`src/rtl/imem_boot_loader_if.sv`:
```
// Boot stream (valid/ready) plus instruction-store write port shared by the
// boot link, the loader and the instruction store.
interface imem_boot_loader_if;
   logic        s_valid;
   logic [31:0] s_data;
   logic        s_ready;
   logic        mem_we;
   logic [31:0] mem_waddr;
   logic [31:0] mem_wdata;

   modport master (
      output s_valid,
      output s_data,
      input  s_ready,
      input  mem_we,
      input  mem_waddr,
      input  mem_wdata
   );

   modport slave (
      input  s_valid,
      input  s_data,
      output s_ready,
      output mem_we,
      output mem_waddr,
      output mem_wdata
   );
endinterface

```
`src/rtl/imem_boot_loader.sv`:
```
// Fills the instruction store from a valid/ready word stream, then pulses
// pc_reset and drops cpu_stall so the core starts fetching from address 0.
module imem_boot_loader #(
   parameter int DEPTH         = 64,
   parameter bit HOLD_AT_RESET = 1'b1
) (
   input  logic                   clk,
   input  logic                   rst_n,
   input  logic                   start,
   input  logic [$clog2(DEPTH):0] num_words,
   imem_boot_loader_if.slave      bus,
   output logic                   cpu_stall,
   output logic                   pc_reset,
   output logic                   busy,
   output logic                   done,
   output logic                   err
);
   localparam int CNT_W = $clog2(DEPTH) + 1;
   localparam int IDX_W = (DEPTH > 1) ? $clog2(DEPTH) : 1;
   localparam logic [CNT_W-1:0] DEPTH_C = CNT_W'(DEPTH);

   typedef enum logic [1:0] {
      IDLE    = 2'd0,
      LOAD    = 2'd1,
      RELEASE = 2'd2
   } state_t;

   state_t           state;
   logic [IDX_W-1:0] widx;
   logic [CNT_W-1:0] remaining;
   logic             xfer;

   assign xfer = bus.s_valid & bus.s_ready;

   always_ff @(posedge clk or negedge rst_n) begin
      if (!rst_n) begin
         state         <= IDLE;
         widx          <= '0;
         remaining     <= '0;
         bus.s_ready   <= 1'b0;
         bus.mem_we    <= 1'b0;
         bus.mem_waddr <= '0;
         bus.mem_wdata <= '0;
         cpu_stall     <= HOLD_AT_RESET;
         pc_reset      <= 1'b0;
         busy          <= 1'b0;
         done          <= 1'b0;
         err           <= 1'b0;
      end else begin
         bus.mem_we <= 1'b0;
         pc_reset   <= 1'b0;
         done       <= 1'b0;
         err        <= 1'b0;
         case (state)
            IDLE: begin
               if (start) begin
                  if (num_words > DEPTH_C) begin
                     err <= 1'b1;
                  end else if (num_words == '0) begin
                     state     <= RELEASE;
                     busy      <= 1'b1;
                     cpu_stall <= 1'b1;
                     pc_reset  <= 1'b1;
                     done      <= 1'b1;
                  end else begin
                     state       <= LOAD;
                     busy        <= 1'b1;
                     cpu_stall   <= 1'b1;
                     bus.s_ready <= 1'b1;
                     remaining   <= num_words;
                     widx        <= '0;
                  end
               end
            end
            LOAD: begin
               if (xfer) begin
                  bus.mem_we    <= 1'b1;
                  bus.mem_waddr <= 32'({widx, 2'b00});
                  bus.mem_wdata <= bus.s_data;
                  widx          <= widx + 1'b1;
                  remaining     <= remaining - 1'b1;
                  // Release is raised together with the last write, never before it.
                  if (remaining == CNT_W'(1)) begin
                     state       <= RELEASE;
                     bus.s_ready <= 1'b0;
                     pc_reset    <= 1'b1;
                     done        <= 1'b1;
                  end
               end
            end
            RELEASE: begin
               state     <= IDLE;
               busy      <= 1'b0;
               cpu_stall <= 1'b0;
            end
            default: begin
               state       <= IDLE;
               busy        <= 1'b0;
               bus.s_ready <= 1'b0;
            end
         endcase
      end
   end
endmodule

```
`src/flat_wrapper.sv`:
```
// flat-port wrapper written by rule: the top's interface ports become plain ports
module imem_boot_loader_flat 
#(
   parameter int DEPTH         = 64,
   parameter bit HOLD_AT_RESET = 1'b1
)
  (clk, rst_n, start, num_words, cpu_stall, pc_reset, busy, done, err, bus_s_valid, bus_s_data, bus_s_ready, bus_mem_we, bus_mem_waddr, bus_mem_wdata);
  imem_boot_loader_if bus_i ();
  input  logic clk;
  input  logic rst_n;
  input  logic start;
  input  logic [$clog2(DEPTH):0] num_words;
  output logic cpu_stall;
  output logic pc_reset;
  output logic busy;
  output logic done;
  output logic err;
  input wire logic [$bits(bus_i.s_valid)-1:0] bus_s_valid;
  input wire logic [$bits(bus_i.s_data)-1:0] bus_s_data;
  output wire logic [$bits(bus_i.s_ready)-1:0] bus_s_ready;
  output wire logic [$bits(bus_i.mem_we)-1:0] bus_mem_we;
  output wire logic [$bits(bus_i.mem_waddr)-1:0] bus_mem_waddr;
  output wire logic [$bits(bus_i.mem_wdata)-1:0] bus_mem_wdata;
  assign bus_i.s_valid = bus_s_valid;
  assign bus_i.s_data = bus_s_data;
  assign bus_s_ready = bus_i.s_ready;
  assign bus_mem_we = bus_i.mem_we;
  assign bus_mem_waddr = bus_i.mem_waddr;
  assign bus_mem_wdata = bus_i.mem_wdata;
  imem_boot_loader #(.DEPTH(DEPTH), .HOLD_AT_RESET(HOLD_AT_RESET)) u_core (.clk(clk), .rst_n(rst_n), .start(start), .num_words(num_words), .bus(bus_i), .cpu_stall(cpu_stall), .pc_reset(pc_reset), .busy(busy), .done(done), .err(err));
endmodule
```
`config.mk`:
```
export PLATFORM = sky130hd
export DESIGN_NAME = imem_boot_loader_flat
export DESIGN_NICKNAME = d
export VERILOG_FILES = /design/src/rtl/imem_boot_loader_if.sv /design/src/rtl/imem_boot_loader.sv /design/src/flat_wrapper.sv
export SDC_FILE = /design/constraint.sdc
export NUM_CORES = 1
export LEC_CHECK = 0
export BUFFER_PORTS_ARGS = -buffer_cell sky130_fd_sc_hd__buf_2
export CORE_ASPECT_RATIO = 0.9
export CORE_UTILIZATION = 34
export DETAILED_ROUTE_END_ITERATION = 8
export SYNTH_ARGS = -nofsm -noshare
export SYNTH_HDL_FRONTEND = slang
export SYNTH_SLANG_ARGS = --single-unit
```
`constraint.sdc`:
```
create_clock -name clk -period 2.17 [get_ports clk]
set_input_delay 0.434 -clock clk [delete_from_list [all_inputs] [get_ports clk]]
set_output_delay 0.434 -clock clk [all_outputs]
set_load 0.02 [all_outputs]
```
Word-level counts from Yosys, hierarchy flattened
Cells that the tools add are included.
W data, S select, Z words.
{"block": "op_classes", "mux": 37, "n_bitwise": 3, "shift": 0, "mul": 0, "n_div": 0, "eq_ne": 8, "add_sub_neg": 2, "reduce_logical": 10, "magnitude_cmp": 1}
{"operator": "$mux W7", "n": 4}
{"operator": "$mux W6", "n": 4}
{"operator": "$mux W1", "n": 17}
{"operator": "$pmux W7 S2", "n": 1}
{"operator": "$pmux W6 S2", "n": 1}
{"operator": "$mux W2", "n": 5}
{"operator": "$eq A7 B1 Y1 const B", "n": 1}
{"operator": "$gt A7 B7 Y1 const B", "n": 1}
{"operator": "$logic_not A7 Y1", "n": 1}
{"operator": "$sub A7 B1 Y7 const B", "n": 1}
{"operator": "$add A6 B1 Y6 const B", "n": 1}
{"operator": "$ne A2 B2 Y1 const B", "n": 3}
{"operator": "$pmux W1 S2", "n": 3}
{"operator": "$reduce_and A3 Y1", "n": 2}
{"operator": "$reduce_and A6 Y1", "n": 1}
{"operator": "$reduce_and A5 Y1", "n": 1}
{"operator": "$ne A2 B1 Y1 const B", "n": 2}
{"operator": "$pmux W2 S2", "n": 1}
{"operator": "$reduce_and A4 Y1", "n": 1}
{"operator": "$reduce_bool A2 Y1", "n": 2}
{"operator": "$pmux W1 S3", "n": 1}
{"operator": "$eq A2 B1 Y1 const B", "n": 1}
{"operator": "$eq A2 B2 Y1 const B", "n": 1}
{"operator": "$logic_not A2 Y1", "n": 1}
{"operator": "3 further kinds", "n": 4}
{"block": "word_totals", "mem_bits_ro": 0, "mem_count": 0, "wordCells": 72, "input_bits": 43, "output_inout_bits": 71, "ramBits": 0, "latch_bits": 0, "ff_bits": 59}

Depth between registers and ports, before layout
Gate-level depths: netlist of the first run.
{"block": "depth", "ltp_word": 5, "depth_mapped": 8, "mapped_depth_nobuf": 6}

Worst setup path before layout of the first run
No wires, ideal clock.
{"block": "synth_timing", "kind": "input to register", "startpoint": "input port num_words[5]", "endpoint": "register u_core.remaining[3]", "path_stages": 5, "t_required_ns": 2.044, "setup_slack_ns": 0.236, "n_path_buf": 0, "setup_ns": 0.126, "t_arrival_ns": 1.808, "path_cell_list": "or4_4 > or3_4 > nand3_4 > inv_1 > o32a_1"}
{"block": "synth_between", "elab_chain_len": 3, "word_cells_on_any_way": 5, "cone_classes": "order compare: 1; eq/ne: 2; reduce/logical: 2"}
{"item": "from (decl)", "line_no": "flat_wrapper.sv:12", "text": "input logic [$clog2(DEPTH):0] num_words;"}
{"item": "$gt A7 B7 Y1 or $logic_not A7 Y1 (tied branches)", "line_no": "imem_boot_loader.sv:57, imem_boot_loader.sv:59"}
{"item": "$ne A2 B2 Y1 (no line)"}
{"item": "$reduce_and A5 Y1 (no line) *"}
{"item": "to (signal assigned)", "line_no": "imem_boot_loader.sv:70", "text": "remaining <= num_words;"}
{"item": "to (signal assigned)", "line_no": "imem_boot_loader.sv:81", "text": "remaining <= remaining - 1'b1;"}
{"item": "to (decl)", "line_no": "imem_boot_loader.sv:30", "text": "logic [CNT_W-1:0] remaining;"}
Every way passes the cells marked *; elsewhere a longest branch is shown, timed or not.
A chain may end at the register's enable or synchronous reset.

Worst setup path after layout of the first run
{"block": "layout_timing", "startpoint": "input port num_words[5]", "endpoint": "register u_core.remaining[2]"}
The elaborated chain is that of the path after synthesis.

==> results of run 1 <==
-- sequential cells by signal, indices dropped and copies added, names as in the netlist --
signal,count
u_core.widx,6
u_core.bus.mem_we,1
u_core.cpu_stall,1
u_core.remaining,7
u_core.pc_reset,1
u_core.state,2
u_core.err,1
u_core.bus.mem_waddr,6
u_core.busy,1
u_core.bus.mem_wdata,32
u_core.bus.s_ready,1
-- cells in the final DEF, fill, tap and decap left out, types with 5 or more instances in the layout --
| master | n |
|---|---|
| nand2_1 | 120 |
| buf_2 | 87 |
| nor3_1 | 5 |
| dfrtp_1 | 58 |
| nor2_1 | 8 |
| nand3_1 | 6 |
| o21ai_0 | 10 |
| clkbuf_8 | 12 |
| a31oi_1 | 5 |
| inv_1 | 5 |
| a21oi_1 | 10 |
| conb_1 | 26 |
| buf_4 | 11 |
-- worst reg2reg max path, cell delays in order, from the launching register on --
cell and delay (ns):
dfrtp_1 0.53, nor2b_1 0.25, nand2_2 0.17, clkinv_1 0.11, buf_4 0.27, nand2_1 0.08, o21ai_0 0.15, a21o_1 0.10
-- logic make-up (layout without fill, tap and decap cells) --
group,after synthesis,count (layout),share of synthesized area (%)
flops,59,59,53.5
simple gates,161,161,25.4
fa+ha+maj,3,3,1.36
buf+inv,47,121,10.2
other cells,1,26,0.136
compound gates,39,39,9.33
-- worst paths after layout --
check                                                           from                              endpoint  slack [ns]  cells after the start
worst max-delay path                                    num_words[5]       u_core.remaining[2]$_DFFE_PN0P_        0.40                      6
worst min-delay path                                           rst_n                  u_core.err$_DFF_PN0_        0.06                      1
worst max register to register           u_core.state[0]$_DFFE_PN0P_            u_core.widx[2]$_DFFE_PN0P_        0.46                      7
worst min register to register  u_core.bus.mem_wdata[11]$_DFFE_PN0P_  u_core.bus.mem_wdata[11]$_DFFE_PN0P_        0.47                      2
max in group asynchronous                                      rst_n  u_core.bus.mem_wdata[13]$_DFFE_PN0P_        1.52                      2
min in group clk                                       bus_s_data[8]   u_core.bus.mem_wdata[8]$_DFFE_PN0P_        0.29                      3
-- cell type report --
class | instances | area (sq um)
clock buffers | 12 | 165
clock inverters | 4 | 95.1
fillers | 762 | 4180
inverters | 6 | 22.5
multi-input cells | 229 | 1100
flip-flops and latches | 59 | 1480
well taps | 96 | 120
repair buffers | 99 | 538
-- routing by layer --
layer	track usage, %	routed length [um]	vias up
met1	20.5	2870	1069
met3	6.50	448	8
met4	4.48	63	0
met2	24.0	2720	81
li1	-	-	1141
met5	0	0	-
-- where the power goes --
group	total [mW]	internal [mW]	switching, mW	leakage (nW)
clock	1.27	0.855	0.420	0.133
sequential	1.94	1.60	0.335	0.716
combinational	2.11	0.751	1.36	1.08
total	5.32	3.21	2.11	1.93
-- metrics by stage --
| stage | setup WS, ns | utilization [%] | cell area, sq um | power (mW) | std cells |
|---|---|---|---|---|---|
| floorplan | 0.236 | - | 2860 | 3.37 | 335 |
| global placement | 0.0898 | 42.3 | 3260 | 4.07 | 489 |
| detailed placement | 0.0571 | 42.3 | 3260 | 4.09 | 489 |
| CTS | 0.402 | 45.7 | 3520 | 5.40 | 505 |
| global route | 0.297 | 45.7 | 3520 | 5.78 | 505 |
| finish | 0.395 | 45.7 | 3520 | 5.32 | 505 |
==> impl_metrics.env, run 1 <==
export IMPL_dr_pass1_iters=4
export IMPL_root_buffer="clkbuf_8"
export IMPL_cap_viol_max_count=0
export IMPL_area_growth_pct=27.3
export IMPL_grt_max_degree=27
export IMPL_antenna_left=0
export IMPL_ys_warn_count=0
export IMPL_cts_hold_buf=0
export IMPL_io_buffers=87
export IMPL_layout_drive_gt1_share_pct=30.8
export IMPL_drtIter0Drc=122
export IMPL_start_kind="input pin"
export IMPL_synth_top_area_share_pct=52.6
export IMPL_ys_top_cells_by_area="dfrtp_1, nand2_1, buf_4, a21oi_1, o21ai_0"
export IMPL_dpl_hpwl_um=4500
export IMPL_grt_setup_unrepaired="false"
export IMPL_vias_per_cell=4.55
export IMPL_avgSynthCellArea_sq_um=8.91
export IMPL_status="completed"
export IMPL_fin_worst_skew_ns=0.00454
export IMPL_route_detailed_drc=0
export IMPL_grt_first_pass_wirelength_um=10400
export IMPL_detail_route_wirelength_um=6100
export IMPL_crit_fanout=7
export IMPL_grtUsageTotal_pct=15.7
export IMPL_crit_type="in2reg"
export IMPL_yosysTopAreaCell="dfrtp_1"
export IMPL_crit_chain="buf_2 > or4_4 > or3_4 > nand3_4 > nand2_4 > a222oi_1"
export IMPL_post_route_period_util_pct=81.8
export IMPL_tns_ns=0
export IMPL_timing_hold_ws_ns=0.0580
export IMPL_clock_sinks=59
export IMPL_synth_flop_cell="dfrtp_1"
export IMPL_cp_buffers_inverters=1
export IMPL_rows=30
export IMPL_powerDensity_mw_per_mm2=1510
export IMPL_vias=2299
export IMPL_clockBufferDepth=2
export IMPL_async_reset_ff_share_pct=100
export IMPL_layout_nets=450
export IMPL_clock_latency_ns=0.33
export IMPL_min_path_type="in2async"
export IMPL_critical_path_top_delay_family="simple AND/OR/NAND/NOR gates"
export IMPL_max_slew_margin_rel_pct=65.4
export IMPL_dieArea_sq_mm=0.00849
export IMPL_grt_pass1_vias=2172
export IMPL_fp_dieH_um=87.5
export IMPL_clock_fmax_ghz=0.564
export IMPL_cp_arrival_ns=1.99
export IMPL_synth_common_cells="nand2_1, dfrtp_1, buf_4"
export IMPL_ys_ff_latch=59
export IMPL_period_needed_ns=1.77
export IMPL_hold_viol_final=0
export IMPL_gp_congestion=0.848
export IMPL_synth_seq_area_share_pct=53.5
export IMPL_cts_setup_buffers=0
export IMPL_insertedDiodeCount=0
export IMPL_synth_most_common_cell="nand2_1"
export IMPL_cts_buffers=9
export IMPL_tritoncts="built"
export IMPL_ys_types=40
export IMPL_floorplan_initialDensity_pct=35.9
export IMPL_htree_levels=3
export IMPL_synth_cells=310
export IMPL_endpoint_kind="flop"
export IMPL_gr_total_overflow=0
export IMPL_post_cts_resized=0
export IMPL_netlist_area_sq_mm=0.00276
export IMPL_maxSlewViolCount=0
export IMPL_max_vdd_ir_drop_v=0.000588
export IMPL_core_area_sq_mm=0.00769
export IMPL_crit_path_top_delay_cell="or4_4"
export IMPL_ios=114
export IMPL_clk_pin_slew_ns=0.06
export IMPL_dieWidth_um=97.0
export IMPL_finalSetupViolCount=0
export IMPL_synth_edf_count=0
export IMPL_antenna_found_initial=0
export IMPL_post_drt_wl_per_cell_um=12.1
export IMPL_tightest_slew_ns=0.514
export IMPL_cp_required_ns=2.39
export IMPL_max_stage_delay_ns=0.56
export IMPL_p_leak_nw=1.93
Power figures use the tool's default switching activity.
==> run 2: changes to the inputs <==
==> constraint.sdc (replaced) <==
create_clock -name clk -period 1.5 [get_ports clk]
set_input_delay 0.3 -clock clk [delete_from_list [all_inputs] [get_ports clk]]
set_output_delay 0.3 -clock clk [all_outputs]
set_load 0.02 [all_outputs]
==> run 2 against run 1 <==
  * First-iteration DRC count up 2.5%
  * Die area unchanged
  * Sequential power up 42%
  * Clock power up 39%
  * The flow now finishes with violations (setup timing)
  * Worst hold slack better by 0.10 ns
  * Sequential cell count unchanged
  * Total power up 49%
  * Clock-buffer cell count down 1
==> impl_metrics.env, run 2 (synthesized netlist as in run 1, its figures left out) <==
export IMPL_seqPwrFrac_pct=34.9
export IMPL_p_comb_share_pct=42.9
export IMPL_clk_pin_slew_ns=0.07
export IMPL_start_kind="input pin"
export IMPL_p_clk_share_pct=22.2
export IMPL_status="finished, violations left"
export IMPL_layout_drive_gt1_share_pct=34.7
export IMPL_crit_fanout=3
export IMPL_antenna_left=0
export IMPL_gr_total_overflow=0
export IMPL_dieWidth_um=97.0
export IMPL_dr_pass1_iters=4
export IMPL_clock_fmax_ghz=0.620
export IMPL_detail_route_wirelength_um=6550
export IMPL_grt_pass1_vias=2207
export IMPL_root_buffer="clkbuf_8"
export IMPL_grtUsageTotal_pct=16.3
export IMPL_gp_congestion=0.849
export IMPL_io_buffers=87
export IMPL_p_sw_share_pct=40.2
export IMPL_floorplan_initialDensity_pct=35.9
export IMPL_hold_viol_final=0
export IMPL_cts_buffers=9
export IMPL_insertedDiodeCount=0
export IMPL_tns_ns=-0.567
export IMPL_reg2regPathDepth=5
export IMPL_tritoncts="built"
export IMPL_vias=2387
export IMPL_cp_arrival_ns=1.89
export IMPL_min_path_type="in2reg"
export IMPL_antenna_found_initial=0
export IMPL_final_cell_mix="nand2_1, buf_2, dfrtp_1, buf_4, conb_1"
export IMPL_vias_per_cell=4.55
export IMPL_instances_no_fill=525
export IMPL_htree_levels=3
export IMPL_rows=30
export IMPL_finalSetupViolCount=10
export IMPL_dpl_hpwl_um=4860
export IMPL_powerDensity_mw_per_mm2=2140
export IMPL_post_route_period_util_pct=108
export IMPL_placed_cells=507
export IMPL_final_common_cell="nand2_1"
export IMPL_layout_nets=470
export IMPL_grt_max_degree=26
export IMPL_clock_sinks=59
export IMPL_p_int_mw=4.74
export IMPL_clockBufferDepth=2
export IMPL_setup_ws_ns=-0.114
export IMPL_top_regs="u_core.bus.mem_wdata x32, u_core.remaining x7"
export IMPL_cap_viol_max_count=0
export IMPL_fin_util_pct=48.1
export IMPL_post_drt_wl_per_cell_um=12.5
export IMPL_ios=114
export IMPL_fp_dieH_um=87.5
export IMPL_crit_type="in2reg"
export IMPL_grt_first_pass_wirelength_um=10700
export IMPL_cp_required_ns=1.77
export IMPL_clock_latency_ns=0.33
export IMPL_largest_reg_flops=32
export IMPL_p_sw_mw=3.19
export IMPL_fin_worst_skew_ns=0.0124
export IMPL_max_vdd_ir_drop_v=0.00103
export IMPL_area_growth_pct=34.0
export IMPL_top_register="u_core.bus.mem_wdata"
export IMPL_core_area_sq_mm=0.00769
export IMPL_period_needed_ns=1.61
export IMPL_grt_setup_unrepaired="true"
export IMPL_p_leak_nw=2.01
export IMPL_drtIter0Drc=125
export IMPL_holdPathStages=3
export IMPL_maxSlewViolCount=0
export IMPL_endpoint_kind="flop"
export IMPL_route_detailed_drc=0
export IMPL_dieArea_sq_mm=0.00849
export IMPL_violations="setup timing"
run 2: cell types whose count changed in the layout (fill, tap and decap cells not counted), moves of 2 or more:
cell,before,now
clkbuf_8,12,10
buf_6,0,4
buf_2,87,85
buf_4,11,28
run 2: worst paths after layout:
kind                            slack, ns                                start                                    to
worst max-delay path                -0.11                         num_words[5]       u_core.remaining[3]$_DFFE_PN0P_
worst min-delay path                 0.16                       bus_s_data[23]  u_core.bus.mem_wdata[23]$_DFFE_PN0P_
worst max register to register       0.01          u_core.state[1]$_DFFE_PN0P_       u_core.remaining[3]$_DFFE_PN0P_
worst min register to register       0.47  u_core.bus.mem_wdata[9]$_DFFE_PN0P_   u_core.bus.mem_wdata[9]$_DFFE_PN0P_
max in group asynchronous            0.46                                rst_n          u_core.cpu_stall$_DFFE_PN1P_
min in group asynchronous            0.45                                rst_n            u_core.widx[2]$_DFFE_PN0P_
run 2: final cells by class:
cell class	count	area (sq um)
timing repair buffer	119	711
clock buffer	11	141
tap	96	120
multi-input combinational	229	1120
sequential	59	1480
fill	770	3990
inverter	6	26.3
clock inverter	5	100
run 2: worst max-delay path, cell delays in order:
cell     delay (ns)
buf_6          0.09
or4_4          0.55
or3_4          0.38
a31oi_1        0.26
or2_4          0.17
o32a_1         0.14
run 2: layer usage:
metal | global-route usage, % | share of wire, % | wire length, um
met1 | 21.7 | 47 | 3100
met2 | 25.4 | 46 | 3030
met3 | 4.98 | 5.7 | 376
met4 | 5.70 | 0.67 | 44
met5 | 0 | 0 | 0
run 2: power groups by stage:
stage	Sequential, mW	Combinational, mW	Clock, mW
floorplan	3.42	1.46	0
global placement	2.76	3.32	0
detailed placement	2.77	3.37	0
CTS	2.76	3.39	1.81
global route	2.86	3.78	1.89
finish	2.76	3.40	1.76
run 2: what timing repair did:
item / CTS / global route
buffers inserted: 1 / 0
endpoints found under the hold margin: 14 / 0
resized for setup: 3 / 5
hold buffers: 1 / 0
endpoints found under the setup margin: 8 / 33
gates cloned: 0 / 0
pin swaps: 1 / 2
run 2: stage by stage:
step	worst slack [ns]	power, mW	instance area [sq um]	hold slack, ns
2_1_floorplan	-0.282	4.89	2860	0.00441
3_3_place_gp	-0.413	6.08	3400	0.267
3_5_place_dp	-0.471	6.15	3400	0.275
4_1_cts	-0.0977	7.97	3670	0.139
5_1_grt	-0.129	8.53	3700	0.140
6_report	-0.114	7.93	3700	0.158
==> run 3: changes to the inputs <==
--- a/config.mk
+++ b/config.mk
@@ -5,10 +5,12 @@
 export SDC_FILE = /design/constraint.sdc
 export NUM_CORES = 1
 export LEC_CHECK = 0
+export ABC_AREA = 1
 export BUFFER_PORTS_ARGS = -buffer_cell sky130_fd_sc_hd__buf_2
 export CORE_ASPECT_RATIO = 0.9
 export CORE_UTILIZATION = 34
 export DETAILED_ROUTE_END_ITERATION = 8
+export REMOVE_ABC_BUFFERS = 1
 export SYNTH_ARGS = -nofsm -noshare
 export SYNTH_HDL_FRONTEND = slang
 export SYNTH_SLANG_ARGS = --single-unit
==> run 3 against run 2 <==
  * The flow now finishes without violations
  * Clock skew fell by 0.0070 ns
  * Global-route usage shrank 1.1 points
  * Worst hold slack improved by 0.0078 ns
  * Non-clock buffer count is 20 lower
  * Total power fell by 3.7%
  * Largest power group unchanged
  * Synthesized cell count up 18%
  * Sequential power down 4%
  * Critical path depth is 3 higher
  * Via count increased by 3.7%
==> impl_metrics.env, run 3 <==
export IMPL_status="completed"
export IMPL_avgSynthCellArea_sq_um=7.96
export IMPL_cap_viol_max_count=0
export IMPL_antenna_found_initial=0
export IMPL_period_needed_ns=1.41
export IMPL_powerDensity_mw_per_mm2=2080
export IMPL_ys_types=27
export IMPL_dieWidth_um=99.7
export IMPL_dr_pass1_iters=4
export IMPL_layout_nets=509
export IMPL_endpoint_kind="flop"
export IMPL_synth_seq_area_share_pct=50.6
export IMPL_final_common_cell="nand2_1"
export IMPL_fp_dieH_um=90.0
export IMPL_ios=114
export IMPL_placed_cells=565
export IMPL_ys_top_cells_by_area="dfrtp_1, nand2_1, buf_4, nand3_1, nor2_1"
export IMPL_cts_buffers=9
export IMPL_root_buffer="clkbuf_8"
export IMPL_drtIter0Drc=105
export IMPL_rows=31
export IMPL_cp_arrival_ns=1.63
export IMPL_dieArea_sq_mm=0.00897
export IMPL_synth_flop_cell="dfrtp_1"
export IMPL_largest_reg_flops=32
export IMPL_grt_max_degree=60
export IMPL_netlist_area_sq_mm=0.00292
export IMPL_insertedDiodeCount=0
export IMPL_p_total_mw=7.64
export IMPL_area_growth_pct=25.9
export IMPL_synth_edf_count=0
export IMPL_max_vdd_ir_drop_v=0.000780
export IMPL_htree_levels=3
export IMPL_min_path_type="in2reg"
export IMPL_gp_congestion=0.806
export IMPL_start_kind="flop"
export IMPL_clock_fmax_ghz=0.711
export IMPL_post_drt_wl_per_cell_um=11.0
export IMPL_detail_route_wirelength_um=6410
export IMPL_clockBufferDepth=2
export IMPL_crit_fanout=3
export IMPL_instances_no_fill=583
export IMPL_route_detailed_drc=0
export IMPL_fin_worst_skew_ns=0.00543
export IMPL_antenna_left=0
export IMPL_p_leak_nw=2.11
export IMPL_synth_most_common_cell="nand2_1"
export IMPL_ys_warn_count=0
export IMPL_grt_first_pass_wirelength_um=10800
export IMPL_synth_common_cells="nand2_1, dfrtp_1, buf_4"
export IMPL_top_register="u_core.bus.mem_wdata"
export IMPL_gr_total_overflow=0
export IMPL_top_regs="u_core.bus.mem_wdata x32, u_core.remaining x7"
export IMPL_yosysTopAreaCell="dfrtp_1"
export IMPL_hold_viol_final=0
export IMPL_io_buffers=87
export IMPL_place_ws_ns=-0.0512
export IMPL_design_area_sq_mm=0.00368
export IMPL_finalSetupViolCount=0
export IMPL_post_route_period_util_pct=93.8
export IMPL_cp_required_ns=1.72
export IMPL_floorplan_initialDensity_pct=35.7
export IMPL_tns_ns=0
export IMPL_async_reset_ff_share_pct=100
export IMPL_r2r_start="u_core.remaining[1]$_DFFE_PN0P_"
export IMPL_critical_path_startpoint="u_core.remaining[1]$_DFFE_PN0P_"
export IMPL_fillers=837
export IMPL_grt_pass1_vias=2332
export IMPL_grtUsageTotal_pct=15.2
export IMPL_clock_sinks=59
export IMPL_fin_util_pct=45.0
export IMPL_layout_drive_gt1_share_pct=28.0
export IMPL_setup_ws_ns=0.0930
export IMPL_crit_type="reg2reg"
export IMPL_place_area_sq_mm=0.00341
export IMPL_clock_latency_ns=0.33
export IMPL_ys_ff_latch=59
export IMPL_dpl_hpwl_um=4340
export IMPL_timing_hold_ws_ns=0.166
export IMPL_min_delay_start="bus_s_data[7]"
export IMPL_maxSlewViolCount=0
export IMPL_tritoncts="built"
export IMPL_vias_per_cell=4.25
export IMPL_synth_top_area_share_pct=49.7
export IMPL_clk_pin_slew_ns=0.07
export IMPL_core_area_sq_mm=0.00818
export IMPL_vias=2475
export IMPL_final_cell_mix="nand2_1, buf_2, dfrtp_1, conb_1, nand3_1"
export IMPL_synth_cells=367
[run 3: changes by cell type in the layout (fill, tap and decap cells not counted), moves of 4 or more]
cell,previous run,this run
a21oi_1,9,3
nand3_1,6,22
o21ai_0,10,6
nand2_1,120,169
nor3_1,5,0
nor2_1,8,21
buf_4,28,8
a31oi_1,4,0
inv_1,4,16
[run 3: cells by family after synthesis]
family	share of synthesized area (%)
AO/OA/AOI/OAI	2.95
XOR/XNOR	0.899
adder cells (fa/ha/maj)	1.28
buffers and inverters	12.3
flip-flops	50.6
other	0.128
AND/OR/NAND/NOR	31.8
[run 3: metal layers]
metal,GRT usage (%),vias up,share of wire (%),wire (um)
li1,-,1264,-,-
met1,18.9,1138,46,2970
met2,25.3,69,48,3100
met3,4.35,4,4.2,268
met4,4.78,0,1.1,70
met5,0,-,0,0
[run 3: timing repair]
item	CTS	global route
endpoints found under the setup margin	6	18
endpoints found under the hold margin	58	0
hold buffers	1	0
gates resized for setup	1	4
buffers inserted	0	1
[run 3: critical path, stage by stage (launching register included)]
cell	delay [ns]
dfrtp_1	0.39
inv_1	0.08
ha_1	0.15
inv_1	0.05
nor2_1	0.14
nand3_2	0.11
a21oi_1	0.16
nand3_1	0.09
nand2_1	0.07
nand2_1	0.05
[run 3: final timing paths]
path | cells after the start | slack, ns | end
max | 9 | 0.09 | u_core.bus.s_ready$_DFFE_PN0P_
min | 3 | 0.17 | u_core.bus.mem_wdata[7]$_DFFE_PN0P_
max reg2reg | 9 | 0.09 | u_core.bus.s_ready$_DFFE_PN0P_
min reg2reg | 2 | 0.47 | u_core.bus.mem_wdata[21]$_DFFE_PN0P_
max in group asynchronous | 3 | 0.68 | u_core.cpu_stall$_DFFE_PN1P_
min in group asynchronous | 3 | 0.50 | u_core.remaining[0]$_DFFE_PN0P_
[run 3: layout make-up]
| type | instances | area, sq um | area share, % |
|---|---|---|---|
| Multi-Input combinational cell | 273 | 1190 | 32.4 |
| Sequential cell | 59 | 1480 | 40.1 |
| Clock buffer | 12 | 155 | 4.21 |
| Timing Repair Buffer | 99 | 557 | 15.1 |
| Clock inverter | 4 | 72.6 | 1.97 |
| Inverter | 21 | 81.3 | 2.21 |
| Tap cell | 115 | 144 | 3.91 |
[run 3: power by group]
part | switching, mW | internal, mW
sequential | 0.400 | 2.25
combinational | 2.19 | 1.17
clock | 0.603 | 1.02
